### config.mk
export PLATFORM = sky130hd
export DESIGN_NAME = inverter_bank
export DESIGN_NICKNAME = d
export VERILOG_FILES = /design/src/rtl/inverter_bank_pkg.sv /design/src/rtl/inverter_bank_chan.sv /design/src/rtl/inverter_bank.sv
export SDC_FILE = /design/constraint.sdc
export NUM_CORES = 1
export LEC_CHECK = 0
export ABC_AREA = 1
export CAP_MARGIN = 10
export CORE_MARGIN = 5
export CORE_UTILIZATION = 52
export CTS_CLUSTER_SIZE = 16
export DETAILED_ROUTE_END_ITERATION = 8
export GPL_ROUTABILITY_DRIVEN = 0
export PLACE_DENSITY_LB_ADDON = 0.2
export SYNTH_ARGS = -nofsm -noshare
export SYNTH_HDL_FRONTEND = slang
export SYNTH_SLANG_ARGS = --single-unit
### constraint.sdc
create_clock -name clk -period 1.2 [get_ports clk]
set_input_delay 0.12 -clock clk [delete_from_list [all_inputs] [get_ports clk]]
set_output_delay 0.12 -clock clk [all_outputs]
set_load 0.02 [all_outputs]
### src/rtl/inverter_bank_pkg.sv
// Shared types and constants for the inverter_bank channel filter.
// Counter width helper, default polarity and per-channel filter state.
package inverter_bank_pkg;

    localparam int CNT_MAX_W = 8;

    localparam logic MASK_RST_BIT = 1'b1;

    function automatic int cnt_width(input int filt);
        int w;
        w = $clog2(filt);
        return (w < 1) ? 1 : w;
    endfunction

    typedef struct packed {
        logic                 filt;
        logic [CNT_MAX_W-1:0] cnt;
    } chan_state_t;

endpackage

### src/rtl/inverter_bank_chan.sv
// One inverter_bank channel: input sample path plus consecutive-sample glitch filter.
// Define INVERTER_BANK_SYNC_EN to put a two-flop synchroniser in front of the filter.
module inverter_bank_chan
    import inverter_bank_pkg::*;
#(
    parameter int FILT = 3
) (
    input  logic clk,
    input  logic rst,
    input  logic in_raw,
    output logic filt,
    output logic filt_next
);

    if (FILT < 1 || cnt_width(FILT) > CNT_MAX_W) begin : g_bad_filt
        $error("inverter_bank_chan: FILT out of range");
    end

    logic        s_q, s_d;
    chan_state_t st_q, st_d;

`ifdef INVERTER_BANK_SYNC_EN
    logic meta_q, meta_d;

    always_comb begin
        meta_d = in_raw;
        s_d    = meta_q;
    end

    always_ff @(posedge clk) begin
        if (rst) meta_q <= 1'b0;
        else     meta_q <= meta_d;
    end
`else
    always_comb begin
        s_d = in_raw;
    end
`endif

    // A new level is accepted only after FILT consecutive disagreeing samples.
    always_comb begin
        st_d = st_q;
        if (s_q == st_q.filt) begin
            st_d.cnt = '0;
        end else if (st_q.cnt == CNT_MAX_W'(FILT - 1)) begin
            st_d.filt = s_q;
            st_d.cnt  = '0;
        end else begin
            st_d.cnt = st_q.cnt + CNT_MAX_W'(1);
        end
    end

    always_ff @(posedge clk) begin
        if (rst) begin
            s_q  <= 1'b0;
            st_q <= '0;
        end else begin
            s_q  <= s_d;
            st_q <= st_d;
        end
    end

    assign filt      = st_q.filt;
    assign filt_next = st_d.filt;

endmodule

### src/rtl/inverter_bank.sv
// WIDTH-channel filtered inverter bank with programmable polarity mask and change pulses.
// Optional INVERTER_BANK_SYNC_EN adds a two-flop synchroniser per channel.
module inverter_bank
    import inverter_bank_pkg::*;
#(
    parameter int               WIDTH    = 8,
    parameter int               FILT     = 3,
    parameter logic [WIDTH-1:0] MASK_RST = {WIDTH{MASK_RST_BIT}}
) (
    input  logic             clk,
    input  logic             rst,
    input  logic [WIDTH-1:0] in,
    input  logic [WIDTH-1:0] mask_data,
    input  logic             mask_valid,
    output logic             mask_ready,
    output logic [WIDTH-1:0] out,
    output logic [WIDTH-1:0] changed
);

    logic [WIDTH-1:0] filt, filt_next;
    logic [WIDTH-1:0] mask_q, mask_d;
    logic [WIDTH-1:0] changed_q, changed_d;
    logic             ready_q, ready_d;
    logic             accept;

    for (genvar i = 0; i < WIDTH; i++) begin : g_chan
        inverter_bank_chan #(.FILT(FILT)) u_chan (
            .clk       (clk),
            .rst       (rst),
            .in_raw    (in[i]),
            .filt      (filt[i]),
            .filt_next (filt_next[i])
        );
    end

    // ready_q resets high; gating with rst keeps the port low only while reset is held.
    assign mask_ready = ready_q & ~rst;
    assign accept     = mask_valid & mask_ready;

    // changed compares next out against current out, so a coincident filter
    // flip and mask flip on one bit cancel out.
    always_comb begin
        mask_d    = accept ? mask_data : mask_q;
        ready_d   = ~accept;
        changed_d = (filt_next ^ mask_d) ^ (filt ^ mask_q);
    end

    always_ff @(posedge clk) begin
        if (rst) begin
            mask_q    <= MASK_RST;
            ready_q   <= 1'b1;
            changed_q <= '0;
        end else begin
            mask_q    <= mask_d;
            ready_q   <= ready_d;
            changed_q <= changed_d;
        end
    end

    assign out     = filt ^ mask_q;
    assign changed = changed_q;

endmodule
==> results of run 1 <==
flip-flops by register name (all words and copies together), names as in the netlist:
name and cells:
g_chan.u_chan.st_q 64, ready_q 1, changed 8, g_chan.u_chan.s_q 8, mask_q 8, g_chan.u_chan.filt 8
through the flow:
step           hold slack [ps]  cell area [sq um]  instances  TNS (ps)  total power [uW]
2_1_floorplan            227.0               4456        627         0              3748
3_3_place_gp             423.8               5351        822    -17140              4061
3_5_place_dp             434.8               5351        822    -20850              4080
4_1_cts                  273.1               5861        841    -45.40              6253
5_1_grt                  267.3               6492        855     -3229              6580
6_report                 232.7               6492        855    -293.3              6321
timing repair:
item | in CTS | in global routing
buffers inserted | 5 | 14
resized for setup | 147 | 179
endpoints found under the setup margin | 70 | 73
pin swaps | 36 | 43
per-layer routing:
metal | up-vias | global-route usage (%) | wire length [um]
met5 | - | 0 | 0
met4 | 0 | 6.155 | 310
met3 | 30 | 2.594 | 378
met2 | 82 | 35.88 | 6051
met1 | 1987 | 23.07 | 4716
li1 | 2195 | - | -
critical path, delay by kind of cell, from the launching register on:
family,cells,cell delay [ps]
compound gates,1,260
fa+ha+maj,1,150
simple gates,2,160
buf+inv,2,250
flops,1,360
logic make-up (layout without fill, tap and decap cells):
logic type	after synthesis	count (layout)	synth area share (%)
xor+xnor	19	19	3.751
fa+ha+maj	16	16	4.512
flops	97	97	43.77
compound gates	33	33	3.892
simple gates	371	371	35.73
buf+inv	91	214	8.347
cell type report:
| class | instances | area, sq um |
|---|---|---|
| Fill cell | 539 | 1765 |
| Clock inverter | 4 | 52.55 |
| Sequential cell | 97 | 2013 |
| Timing Repair Buffer | 116 | 1001 |
| Clock buffer | 11 | 151.4 |
| Multi-Input combinational cell | 439 | 2831 |
| Tap cell | 105 | 131.4 |
| Inverter | 83 | 311.5 |
cell usage after synthesis, types with 2 or more instances:
library cell	number	area [sq um]
dfxtp_1	97	1942
nand3b_1	3	22.52
nor2_1	114	427.9
o21ai_0	7	35.03
nand2_1	164	615.6
buf_6	2	22.52
nor2_2	2	12.51
inv_1	83	311.6
a21oi_1	24	120.1
xor2_1	15	131.4
nand4_1	12	75.07
nor3_1	7	35.03
buf_2	2	10.01
ha_1	16	200.2
nand3_1	49	245.2
nor3b_1	10	75.07
nor4_1	4	25.02
buf_4	3	22.52
xnor2_1	4	35.03
worst paths after layout:
kind | endpoint | slack [ps] | cells past startpoint
max | g_chan[5].u_chan.st_q[4] | -110 | 6
min | ready_q | 230 | 3
max reg2reg | g_chan[5].u_chan.st_q[4] | -110 | 6
min reg2reg | g_chan[4].u_chan.st_q[0] | 410 | 1
power by group:
group / switching, uW / total, uW / internal, uW
registers: 65.8 / 3350 / 3290
logic: 402 / 760 / 358
clock network: 1140 / 2210 / 1070
==> results.md, run 1 <==
- Slew HR: 78.85%
- CP Cell Sequence: buf_6 -> ha_4 -> nand2_4 -> buf_4 -> o21ai_0 -> nor2_1
- DIE WIDTH: 102.4 um
- Top_reg_cell synth: dfxtp_1
- CTS Root Cell: clkbuf_8
- GRT Residual Overflow: 0
- Worst Hold Class: primary input to flip-flop
- YS warnings: 0
- Final Skew: 8.155 ps
- Routed length per placed instance: 13.40 um
- Worst Setup End Kind: flip-flop
- Peak supply drop: 675.1 uV
- Crit-path slowest cell: dfxtp_2
- RSZ-0062 raised after global routing: true
- Fmax: 762.9 MHz
- WS Path Type: flip-flop to flip-flop
- Syn-to-layout area delta: 46.33%
- Seq/Total Area, Yosys: 43.77%
- Drt total wl: 11.46 mm
- Global-route wire length before repair: 16.58 mm
- CTS H-tree depth: 3
- Via-to-Cell Ratio: 5.022
- Skew-Pair Late Insertion Delay: 360 ps
- GRT Total Usage: 19.38%
- Synth Area per Inst: 7.076 sq um
- WP data required: 1450 ps
- Commonest non-fill, non-tap cells in the layout: nand2_1, nor2_1, buf_4
- PnR worst setup slack: -110.8 ps
- Largest net degree at the start of global routing: 16
- Initial antenna violation count: 0
- Worst-path clk slew: 90 ps
- Num Clock Sinks: 97
- Die Area: 10480 sq um
- Dpl ws: -378.9 ps
- Post-route ant nets: 0
- Post-synth design cell area: 4437 sq um
- DRC violations left: 0
- Router iterations before antenna repair: 4
- Period utilization: 109.2%
- NumNets Final: 781
- Vias in the first global route: 4012
- # setup viols final: 12
- Initial Utilization: 53.73%
- Port Buffers: 35
- Final slew viol count: 0
- Post-route core utilization: 78.62%
- Layout cells sized above 1: 42.00%
- Boundary pin count: 36
- Max clock buf depth: 2
- Hold_sp: rst
- Leakage power: 0.002830 uW
- Tmin final: 1311 ps
- Max cap viols: 0
- CTS tree: yes
- Failing checks: setup timing
- Post-synth EDFFs: 0
- Max stage delay on crit path: 360 ps
- Commonest non-fill, non-tap cell in the layout: nand2_1
- Die Y-Extent: 102.4 um
- CTS Buf Count: 9
- Critical-path maximum fanout: 3
- Async set or reset register ratio after synthesis: 0%
- CP Data Arrival Time: 1560 ps
- CTS Hold Buffers Added: 0
- Crit path launch: g_chan[5].u_chan.st_q[1]
- Worst Max-Slew Pin Slew: 314.4 ps
- Hold Vio Cnt, Final: 0
- Synth Net Count: 662
- Setup crit start kind: flip-flop
- Number of diodes: 0
- Mapped Cells: 627
- Worst R2R Start: g_chan[5].u_chan.st_q[1]
- Power Density: 973.6 nW/um^2
- Flops & latches, synth: 97
- Netlist cell types: 28
- Status: complete, but fails checks
- Core ar.: 8258 sq um
- Hpwl dp: 7.014 mm
- Vias post-DR: 4294
- Initial drt markers: 109
- Rows: 33
Note: power is estimated with default switching activity, not from simulation.
==> run 2, diff against run 1 <==
--- a/config.mk
+++ b/config.mk
@@ -12,6 +12,7 @@
 export CTS_CLUSTER_SIZE = 16
 export DETAILED_ROUTE_END_ITERATION = 8
 export GPL_ROUTABILITY_DRIVEN = 0
+export MAX_ROUTING_LAYER = met4
 export PLACE_DENSITY_LB_ADDON = 0.2
 export SYNTH_ARGS = -nofsm -noshare
 export SYNTH_HDL_FRONTEND = slang
==> run 2 against run 1 <==
  * Clock power hardly changed
  * The run still ends with setup timing left
  * Worst setup slack better by 4.3 ps
  * Clock skew is 1.2 ps higher
  * Largest cell class unchanged
  * Combinational power hardly changed
  * Non-clock buffer count stayed put
  * Highest routed layer unchanged
==> results.md, run 2 (synthesis results as in run 1) <==
- Routed length per placed instance: 13.45 um
- DIE WIDTH: 102.4 um
- Max clock buf depth: 2
- Final Skew: 9.305 ps
- Post-route ant nets: 0
- Leakage power: 0.002830 uW
- Rows: 33
- Vias in the first global route: 4009
- Switching power total: 1605 uW
- Initial drt markers: 133
- Internal power: 4717 uW
- Power Density: 973.8 nW/um^2
- Boundary pin count: 36
- Worst Hold Class: primary input to flip-flop
- # setup viols final: 14
- Worst Setup End Kind: flip-flop
- PnR worst setup slack: -106.6 ps
- Period utilization: 108.9%
- Syn-to-layout area delta: 46.33%
- Crit path launch: g_chan[5].u_chan.st_q[1]
- Peak supply drop: 684.3 uV
- Slew HR: 78.85%
- Commonest non-fill, non-tap cells in the layout: nand2_1, nor2_1, buf_4
- Tmin final: 1307 ps
- Hold_sp: rst
- Fmax: 765.4 MHz
- Sw Share: 25.39%
- Status: complete, but fails checks
- Core ar.: 8258 sq um
- Global-route wire length before repair: 16.57 mm
- Clock power share: 34.9%
- Combinational Power Share: 12.0%
- CTS Buf Count: 9
- Critical-path maximum fanout: 3
- Vias post-DR: 4332
- Setup crit start kind: flip-flop
- Via-to-Cell Ratio: 5.067
- Failing checks: setup timing
- Port Buffers: 35
- Placed instance area: 5351 sq um
- WS Path Type: flip-flop to flip-flop
- Largest Register: g_chan.u_chan.st_q
- Number of diodes: 0
- Num Clock Sinks: 97
- Largest net degree at the start of global routing: 16
- NumNets Final: 781
- RSZ-0062 raised after global routing: true
- DRC violations left: 0
- CTS Root Cell: clkbuf_8
- Hold Vio Cnt, Final: 0
- Max cap viols: 0
- Dpl ws: -378.9 ps
- Worst R2R Start: g_chan[5].u_chan.st_q[1]
- WP data required: 1440 ps
- CTS tree: yes
- Worst-path clk slew: 90 ps
- GRT Residual Overflow: 0
- Commonest non-fill, non-tap cell in the layout: nand2_1
- GRT Total Usage: 19.97%
- Initial antenna violation count: 0
- Final instance area: 6492 sq um
- CTS H-tree depth: 3
- Die Y-Extent: 102.4 um
- Drt total wl: 11.50 mm
- Final slew viol count: 0
- CP Data Arrival Time: 1550 ps
- Layout cells sized above 1: 42.00%
- Hpwl dp: 7.014 mm
- Router iterations before antenna repair: 4
- Initial Utilization: 53.73%
- Die Area: 10480 sq um
- Sequential cell fraction of total power: 53.0%
- Largest register FFs: 64
- Worst Max-Slew Pin Slew: 314.4 ps
- Fill cell count: 539
- Skew-Pair Late Insertion Delay: 360 ps
-- run 2: layout make-up --
cell class                      instances  area [sq um]  share of cell area (%)
Multi-Input combinational cell        439          2831                   43.61
Inverter                               83         311.5                   4.799
Clock buffer                           11         151.4                   2.332
Timing Repair Buffer                  116          1001                   15.42
Clock inverter                          4         52.55                  0.8094
Sequential cell                        97          2013                   31.01
Tap cell                              105         131.4                   2.024
-- run 2: critical path, cell delays in order, from the launching register on --
cell and delay [ps]:
dfxtp_2 360, buf_6 110, ha_4 150, nand2_4 50, buf_4 140, o21ai_0 260, nor2_1 110
-- run 2: path summary, 6_finish.rpt --
check / slack [ps] / cells after the start / endpoint
worst max-delay path: -110 / 6 / g_chan[5].u_chan.st_q[4]
worst min-delay path: 240 / 3 / ready_q
worst max register to register: -110 / 6 / g_chan[5].u_chan.st_q[4]
worst min register to register: 410 / 1 / g_chan[4].u_chan.st_q[0]
-- run 2: power groups by stage --
stage	Sequential (uW)	Clock, uW	Combinational [uW]
3_3_place_gp	3420	0	643
2_1_floorplan	3440	0	305
6_report	3350	2210	761
3_5_place_dp	3420	0	660
4_1_cts	3350	2230	672
5_1_grt	3360	2390	830
-- run 2: metrics by stage --
step	instances	util (%)	hold WS, ps	power, uW	setup TNS (ps)
floorplan	627	-	227.0	3748	0
global placement	822	64.80	423.8	4061	-17140
detailed placement	822	64.80	434.8	4080	-20850
CTS	841	70.97	273.1	6253	-45.40
global route	855	78.62	267.2	6584	-3208
finish	855	78.62	237.0	6322	-305.1
-- run 2: what timing repair did --
item | 4_1_cts | 5_1_grt
pin swaps | 36 | 43
hold endpoints to repair | 0 | 0
hold buffers | 0 | 0
setup endpoints to repair | 70 | 73
gates resized for setup | 147 | 179
buffers inserted | 5 | 14
-- run 2: metal layers --
layer / wire, um / GRT usage (%) / up-vias
li1: - / - / 2196
met1: 4769 / 23.07 / 2025
met2: 6130 / 35.88 / 86
met3: 372 / 2.594 / 25
met4: 230 / 6.155 / 0
met5: 0 / - / -
